`src/rtl/fc_classifier.sv`:
```
// fc_classifier
// Fully-connected classifier head that sits after the global average-pool stage.
// Each accepted channel value is multiplied against one weight row and added
// into every class accumulator in parallel. Once NUM_INPUTS channels have been
// consumed, the per-class bias row is added, and the class scores then stream
// out one per cycle. The argmax class is reported together with the last score.
//
// Ports:
//   clock        system clock, rising edge
//   reset        asynchronous, active-low reset
//   in_valid     single-cycle pulse, one average value present on in_data
//   in_data      unsigned average value
//   in_ready     block can accept in_data this cycle
//   weight_addr  weight ROM address; row NUM_INPUTS holds the biases
//   weight_data  ROM row (1-cycle read latency), class k in [k*WEIGHT_WIDTH +: WEIGHT_WIDTH]
//   score_valid  score_index/score_data carry a class score
//   score_index  class of the current score
//   score_data   signed class score
//   result_valid single-cycle pulse with the last score, inference complete
//   class_id     argmax class, valid with result_valid
//   drop_err     sticky: in_valid arrived while in_ready was low
module fc_classifier #(
  parameter int DATA_WIDTH   = 32,
  parameter int WEIGHT_WIDTH = 16,
  parameter int ACC_WIDTH    = 64,
  parameter int NUM_INPUTS   = 1024,
  parameter int NUM_CLASSES  = 2,
  localparam int ADDR_W      = $clog2(NUM_INPUTS + 1),
  localparam int CLS_W       = (NUM_CLASSES > 1) ? $clog2(NUM_CLASSES) : 1
) (
  input  logic                                clock,
  input  logic                                reset,
  input  logic                                in_valid,
  input  logic [DATA_WIDTH-1:0]               in_data,
  output logic                                in_ready,
  output logic [ADDR_W-1:0]                   weight_addr,
  input  logic [NUM_CLASSES*WEIGHT_WIDTH-1:0] weight_data,
  output logic                                score_valid,
  output logic [CLS_W-1:0]                    score_index,
  output logic [ACC_WIDTH-1:0]                score_data,
  output logic                                result_valid,
  output logic [CLS_W-1:0]                    class_id,
  output logic                                drop_err
);

  // Product of a zero-extended (hence non-negative) input and a signed weight.
  localparam int PROD_W = DATA_WIDTH + 1 + WEIGHT_WIDTH;

  typedef enum logic [2:0] {
    ST_ACCEPT     = 3'd0,
    ST_MAC        = 3'd1,
    ST_BIAS_FETCH = 3'd2,
    ST_BIAS_ADD   = 3'd3,
    ST_OUTPUT     = 3'd4
  } state_t;

  state_t                        state_r;
  logic [DATA_WIDTH-1:0]         din_r;
  logic [ADDR_W-1:0]             cnt_r;
  logic [CLS_W-1:0]              out_idx_r;
  logic signed [ACC_WIDTH-1:0]   acc_r [NUM_CLASSES];
  logic signed [ACC_WIDTH-1:0]   max_val_r;
  logic [CLS_W-1:0]              max_idx_r;
  logic                          score_valid_r;
  logic [CLS_W-1:0]              score_index_r;
  logic [ACC_WIDTH-1:0]          score_data_r;
  logic                          result_valid_r;
  logic [CLS_W-1:0]              class_id_r;
  logic                          drop_err_r;

  logic signed [WEIGHT_WIDTH-1:0] wgt_s      [NUM_CLASSES];
  logic signed [PROD_W-1:0]       prod_s     [NUM_CLASSES];
  logic signed [ACC_WIDTH-1:0]    mac_sum_s  [NUM_CLASSES];
  logic signed [ACC_WIDTH-1:0]    bias_sum_s [NUM_CLASSES];
  logic [CLS_W-1:0]               nxt_idx_s;
  logic                           nxt_greater_s;

  // Handshake and ROM address decode; the address follows the input counter
  // in the same cycle so the weight row arrives exactly when MAC needs it.
  always_comb begin
    in_ready    = 1'b0;
    weight_addr = cnt_r;
    case (state_r)
      ST_ACCEPT: begin
        in_ready    = 1'b1;
        weight_addr = cnt_r;
      end
      ST_BIAS_FETCH: begin
        in_ready    = 1'b0;
        weight_addr = ADDR_W'(NUM_INPUTS);
      end
      default: begin
        in_ready    = 1'b0;
        weight_addr = cnt_r;
      end
    endcase
  end

  // Per-class products, MAC sums and bias sums; both extensions are signed so
  // negative weights and biases carry through to the full accumulator width.
  always_comb begin
    for (int k = 0; k < NUM_CLASSES; k++) begin
      wgt_s[k]      = weight_data[k*WEIGHT_WIDTH +: WEIGHT_WIDTH];
      prod_s[k]     = PROD_W'($signed({1'b0, din_r})) * PROD_W'(wgt_s[k]);
      mac_sum_s[k]  = acc_r[k] + ACC_WIDTH'(prod_s[k]);
      bias_sum_s[k] = acc_r[k] + ACC_WIDTH'(wgt_s[k]);
    end
  end

  // Next class to present during the output phase; strict greater-than keeps
  // the lowest index on ties.
  always_comb begin
    nxt_idx_s     = out_idx_r + CLS_W'(1);
    nxt_greater_s = (acc_r[nxt_idx_s] > max_val_r);
  end

  // Inference FSM, accumulators, argmax tracking and registered outputs
  always_ff @(posedge clock or negedge reset) begin
    if (!reset) begin
      state_r        <= ST_ACCEPT;
      din_r          <= '0;
      cnt_r          <= '0;
      out_idx_r      <= '0;
      max_val_r      <= '0;
      max_idx_r      <= '0;
      score_valid_r  <= 1'b0;
      score_index_r  <= '0;
      score_data_r   <= '0;
      result_valid_r <= 1'b0;
      class_id_r     <= '0;
      drop_err_r     <= 1'b0;
      for (int k = 0; k < NUM_CLASSES; k++) begin
        acc_r[k] <= '0;
      end
    end else begin
      // Any value offered outside ACCEPT is lost; remember that until reset.
      if (in_valid && (state_r != ST_ACCEPT)) begin
        drop_err_r <= 1'b1;
      end
      case (state_r)
        ST_ACCEPT: begin
          if (in_valid) begin
            din_r   <= in_data;
            state_r <= ST_MAC;
          end
        end
        ST_MAC: begin
          for (int k = 0; k < NUM_CLASSES; k++) begin
            acc_r[k] <= mac_sum_s[k];
          end
          cnt_r <= cnt_r + ADDR_W'(1);
          if (cnt_r == ADDR_W'(NUM_INPUTS - 1)) begin
            state_r <= ST_BIAS_FETCH;
          end else begin
            state_r <= ST_ACCEPT;
          end
        end
        ST_BIAS_FETCH: begin
          state_r <= ST_BIAS_ADD;
        end
        ST_BIAS_ADD: begin
          // Class 0 is presented straight from the biased sum so the first
          // score register is loaded as the output phase begins.
          for (int k = 0; k < NUM_CLASSES; k++) begin
            acc_r[k] <= bias_sum_s[k];
          end
          out_idx_r     <= '0;
          score_valid_r <= 1'b1;
          score_index_r <= '0;
          score_data_r  <= bias_sum_s[0];
          max_val_r     <= bias_sum_s[0];
          max_idx_r     <= '0;
          if (NUM_CLASSES == 1) begin
            result_valid_r <= 1'b1;
            class_id_r     <= '0;
          end
          state_r <= ST_OUTPUT;
        end
        ST_OUTPUT: begin
          if (out_idx_r == CLS_W'(NUM_CLASSES - 1)) begin
            // Last class has been shown; clear for the next inference.
            score_valid_r  <= 1'b0;
            result_valid_r <= 1'b0;
            cnt_r          <= '0;
            out_idx_r      <= '0;
            for (int k = 0; k < NUM_CLASSES; k++) begin
              acc_r[k] <= '0;
            end
            state_r <= ST_ACCEPT;
          end else begin
            out_idx_r     <= nxt_idx_s;
            score_index_r <= nxt_idx_s;
            score_data_r  <= acc_r[nxt_idx_s];
            if (nxt_greater_s) begin
              max_val_r <= acc_r[nxt_idx_s];
              max_idx_r <= nxt_idx_s;
            end
            if (nxt_idx_s == CLS_W'(NUM_CLASSES - 1)) begin
              result_valid_r <= 1'b1;
              class_id_r     <= nxt_greater_s ? nxt_idx_s : max_idx_r;
            end
          end
        end
        default: begin
          state_r <= ST_ACCEPT;
        end
      endcase
    end
  end

  assign score_valid  = score_valid_r;
  assign score_index  = score_index_r;
  assign score_data   = score_data_r;
  assign result_valid = result_valid_r;
  assign class_id     = class_id_r;
  assign drop_err     = drop_err_r;

endmodule
```
`config.mk`:
```
export PLATFORM = sky130hd
export DESIGN_NAME = fc_classifier
export DESIGN_NICKNAME = d
export VERILOG_FILES = /design/src/rtl/fc_classifier.sv
export SDC_FILE = /design/constraint.sdc
export NUM_CORES = 2
export LEC_CHECK = 0
export ABC_CLOCK_PERIOD_IN_PS = 18700
export CAP_MARGIN = 20
export CELL_PAD_IN_SITES_DETAIL_PLACEMENT = 2
export CELL_PAD_IN_SITES_GLOBAL_PLACEMENT = 2
export CORE_ASPECT_RATIO = 0.9
export CORE_UTILIZATION = 45
export CTS_BUF_LIST = sky130_fd_sc_hd__clkbuf_8
export DETAILED_ROUTE_END_ITERATION = 10
export PLACE_DENSITY = 0.86
export REMOVE_ABC_BUFFERS = 1
export SYNTH_ARGS = -nofsm -noshare
export SYNTH_HDL_FRONTEND = slang
export SYNTH_SLANG_ARGS = --single-unit
export TNS_END_PERCENT = 5
```
`constraint.sdc`:
```
create_clock -name clock -period 18.7 [get_ports clock]
set_clock_uncertainty 0.15 [all_clocks]
set_input_delay 2.805 -clock clock [delete_from_list [all_inputs] [get_ports clock]]
set_output_delay 2.805 -clock clock [all_outputs]
set_load 0.01 [all_outputs]
```
== After elaboration in Yosys (flattened, before gate mapping) ==
Cells that the tools add are included.

* Register bits: 309
* Output and inout bits: 81
* Word-level logic and storage cells: 81

* Add/subtract/negate cells: 6
* $mul: 2
* Order comparisons: 2
* Eq/ne operators: 9
* Mux-type cells: 30
* Bitwise operators: 2
* Reductions and logical operators: 16

{| class="wikitable"
|+ Operator list
! operator !! count
|-
| $mux 64 || 6
|-
| $pmux 128 s3 || 1
|-
| $pmux 64 s2 || 2
|-
| $add 64x16->64 || 2
|-
| $add 64x49->64 || 2
|-
| $mux 128 || 1
|-
| $mul 33x16->49 || 2
|-
| $gt 64x64->1 || 1
|-
| $mux 11 || 2
|-
| $pmux 11 s2 || 1
|-
| $pmux 3 s5 || 1
|-
| $reduce_and 2->1 || 7
|-
| $add 11x1->11 const B || 1
|-
| $eq 11x10->1 const B || 1
|-
| $mux 1 || 9
|-
| $ne 2x2->1 const B || 4
|-
| $pmux 1 s2 || 4
|-
| $eq 3x2->1 const B || 2
|-
| $mux 3 || 2
|-
| $reduce_and 3->1 || 2
|-
| $reduce_bool 2->1 || 3
|-
| $reduce_bool 3->1 || 2
|-
| $eq 3x1->1 const B || 1
|-
| $eq 3x3->1 const B || 1
|-
| 7 further kinds || 7
|}

== Logic depth before layout (Yosys ltp) ==
* Word-level depth: 9
* Mapped depth: 26
* Gate-level depth less buffers: 25

== Worst setup path after synthesis ==
OpenSTA, ideal clock, no wires.

* Path type: in2reg
* Start: input port weight_data[1]
* End: register acc_r[124] (netlist name)
* Arrival: 8.742 ns
* Required time: 18.424 ns
* Slack: 9.682 ns
* Stages on the path: 24
* Cell sequence: clkbuf_1 nand2_1 fa_1 inv_1 fa_1 inv_1 fa_1 inv_1 fa_1 fa_1 inv_1 fa_1 inv_1 ha_1 buf_2 nand4_1 or3_1 or3_1 a311o_1 nand2_1 o221ai_1 o21bai_1 xor2_1 a221o_1

* Cells in the longest elaborated chain, start to end: 3
* Elaborated cells between the ends (all ways): 4

{| class="wikitable"
|+ Ends and longest elaborated chain
! what !! line !! text
|-
| start, declared || 37 || <nowiki>input logic [NUM_CLASSES*WEIGHT_WIDTH-1:0] weight_data,</nowiki>
|-
| $mul 33x16->49 || 104 || <nowiki>prod_s[k] = PROD_W'($signed({1'b0, din_r})) * PROD_W'(wgt_s[k]);</nowiki>
|-
| $add 64x49->64 || 105 || <nowiki>mac_sum_s[k] = acc_r[k] + ACC_WIDTH'(prod_s[k]);</nowiki>
|-
| $pmux 128 s3 (*) || 140 || <nowiki>case (state_r)</nowiki>
|-
| end signal, assigned by index || 149 || <nowiki>acc_r[k] <= mac_sum_s[k];</nowiki>
|-
| end signal, assigned by index || 165 || <nowiki>acc_r[k] <= bias_sum_s[k];</nowiki>
|-
| end, declared || 61 || <nowiki>logic signed [ACC_WIDTH-1:0] acc_r [NUM_CLASSES];</nowiki>
|}

Mark *: on every way between the ends. The rest lies on a longest branch, timed or not.
A chain may end at the register's enable or synchronous reset.

== Worst setup path after layout ==
* Start: input port weight_data[7]
* End: register acc_r[127] (netlist name)

Same word-level chain as after synthesis.

==> results.py <==
metrics = {
    "outcome": {
        "status": "finished clean",
    },
    "cts": {
        "cts_tree": "yes",
        "numCtsBuffers": 69,
        "hold_buffers": 0,
        "clk_latency_ps": 800,
        "cts_num_sinks": 309,
        "cts_resized": 0,
        "ctsRootBufferMaster": "clkbuf_8",
        "htree_levels": 3,
        "clock_path_buffers": 3,
        "clkTransAtPathRegs_ps": 70,
        "cts_setup_buffers": 0,
    },
    "synthesis": {
        "ys_seq_elements": 309,
        "yosysSeqAreaShare": 0.127,
        "synth_cell_types": 106,
        "syn_area_per_cell_um2": 8.62,
        "yosysTopAreaCellShare": 0.316,
        "synth_common_cells": "inv_1, fa_1, nand2_1, ha_1, and2_1",
        "yosysWarnings": 0,
        "yosysTopAreaCell": "fa_1",
        "synth_area_mm2": 0.0609,
        "synthFlopType": "dfrtp_1",
        "synth_area_leaders": "fa_1, dfrtp_1, ha_1, inv_1, nand2_1",
        "async_flop_share": 1.00,
        "synth.most_common_cell": "inv_1",
        "netlist_instances": 7070,
        "synth_edf_count": 0,
    },
    "floorplanning": {
        "fp.dieArea_mm2": 0.137,
        "fp.dieW_um": 390,
        "rows": 127,
        "io_pins": 148,
        "initial_core_util": 0.455,
        "design.core.area_mm2": 0.134,
        "die_y_um": 351,
    },
    "critical_path": {
        "cp.arrival_ps": 11190,
        "cpPeakStageDelay_ps": 770,
        "critPathMostFrequentCell": "fa_1",
        "worst_setup_path_start_kind": "input port",
        "end_kind": "flip-flop",
        "cp_max_fo": 33,
        "worstSetupPathType": "input port to flip-flop",
        "cp.required_ps": 19210,
        "slowest_stage": "o41ai_1",
    },
    "route": {
        "drtIter0Drc": 3111,
        "ant_nets": 0,
        "drt-pass1-iter-count": 5,
        "via_per_inst": 5.94,
        "vias": 52700,
        "drc": 0,
        "avgRoutedWirePerCell_um": 27.8,
        "drt_wl_total_mm": 247,
    },
    "sta": {
        "finalSetupViolCount": 0,
        "tns_ps": 0,
        "fmax_mhz": 93.6,
        "fin_crit_sh": 0.571,
        "period_needed_ps": 10690,
        "slew_violations": 0,
        "relSlewSlack": 0.204,
        "worst_slew_pin_slew_ps": 1180,
        "rsz0062_at_grt": "no",
        "finalHoldViolations": 0,
    },
    "final_layout": {
        "multi_input_comb_area_mm2": 0.0470,
        "area_delta_synth_final_pct": 7.38,
        "nets": 8592,
        "seqCellArea_mm2": 0.00775,
        "drive_gt1_frac": 0.0495,
        "nFillCells": 14600,
        "final_core_util": 0.489,
    },
    "global_route": {
        "grt_pass1_vias": 62500,
        "antenna_found_initial": 2,
        "grt_max_degree": 104,
        "grt_pass1_wl_mm": 381,
        "globalRouteOverflowTotal": 0,
        "track_usage": 0.366,
    },
    "place": {
        "place_congestion": 0.901,
        "numPortBuffers": 147,
        "dpl.hpwl_mm": 192,
    },
    "worst_hold_path": {
        "hold_class": "flip-flop to flip-flop",
    },
    "run": {
        "cap_violations": 0,
    },
}
-- cell families (layout without fill, tap and decap cells) --
group                    Yosys count  count (layout)  synth area share
other                              0               4                 0
adder cells (fa/ha/maj)         1513            1513             0.429
buffers and inverters           1635            1630             0.102
XOR/XNOR                         239             239            0.0344
multiplexers                     147             147            0.0260
AND/OR/NAND/NOR                 2048            2048             0.157
flip-flops                       309             309             0.127
AO/OA/AOI/OAI                   1179            1179             0.125
-- placed cells by master (no fill, tap or decap), drive strengths merged, types with 31 or more instances in the layout --
cell,n
inv,1294
fa,962
nand2,883
ha,551
and2,420
nor2,411
a21oi,368
dfrtp,309
o21ai,272
xnor2,148
clkdlybuf4s50,144
a21o,112
xor2,91
nand4,90
mux2,89
a221oi,88
buf,85
clkbuf,84
mux2i,58
o21bai,58
nand3,57
a31oi,46
nor2b,41
o21a,32
nand2b,31
-- critical path, delay by kind of cell --
| kind | cells | cell delay [ps] |
|---|---|---|
| adders and majority gates | 7 | 3530 |
| AOI/OAI and AO/OA | 8 | 3200 |
| buffers and inverters | 7 | 1250 |
| and+or+nand+nor | 3 | 350 |
-- flip-flops by register name, summed over array words and instances, names as in the netlist --
name and cells:
acc_r 128, max_val_r 64, score_data 64, din_r 32, cnt_r 11, state_r 3, class_id 1, drop_err 1
max_idx_r 1, out_idx_r 1, result_valid 1, score_index 1, score_valid 1
-- path summary, 6_finish.rpt --
check                           cells after the start             end  slack [ps]            from
min in group asynchronous                           1  score_data[55]        1880           reset
max in group asynchronous                           3       din_r[18]       14140           reset
worst min register to register                      1        drop_err         320        drop_err
worst max register to register                     19      acc_r[127]        9980       din_r[11]
worst min-delay path                                1        drop_err         320        drop_err
worst max-delay path                               25      acc_r[127]        8010  weight_data[7]
-- metal layers --
layer,track usage,wire (um)
met2,0.643,124000
met5,0,9
met4,0.214,16500
met3,0.0442,10600
met1,0.431,96100
-- layout make-up --
class,instances,area share
inverter,1277,0.0733
sequential,309,0.118
clock buffer,84,0.0177
clock inverter,40,0.00467
tap,1806,0.0345
antenna,4,0.000153
timing repair buffer,229,0.0321
multi-input combinational,5126,0.719
-- through the flow --
stage | worst slack (ps) | hold slack [ps] | cell area (um^2) | cells
after floorplan | 9590 | 300 | 59500 | 6712
after global routing | 7760 | 353 | 65400 | 8871
after global placement | 7980 | 311 | 63900 | 8744
after CTS | 8240 | 330 | 65400 | 8869
final | 8010 | 324 | 65400 | 8875
after detailed placement | 7450 | 315 | 63900 | 8745
Power is left out: the tool's default activity adds up to more than one toggle a clock period on the data nets, which glitch-free logic cannot reach.
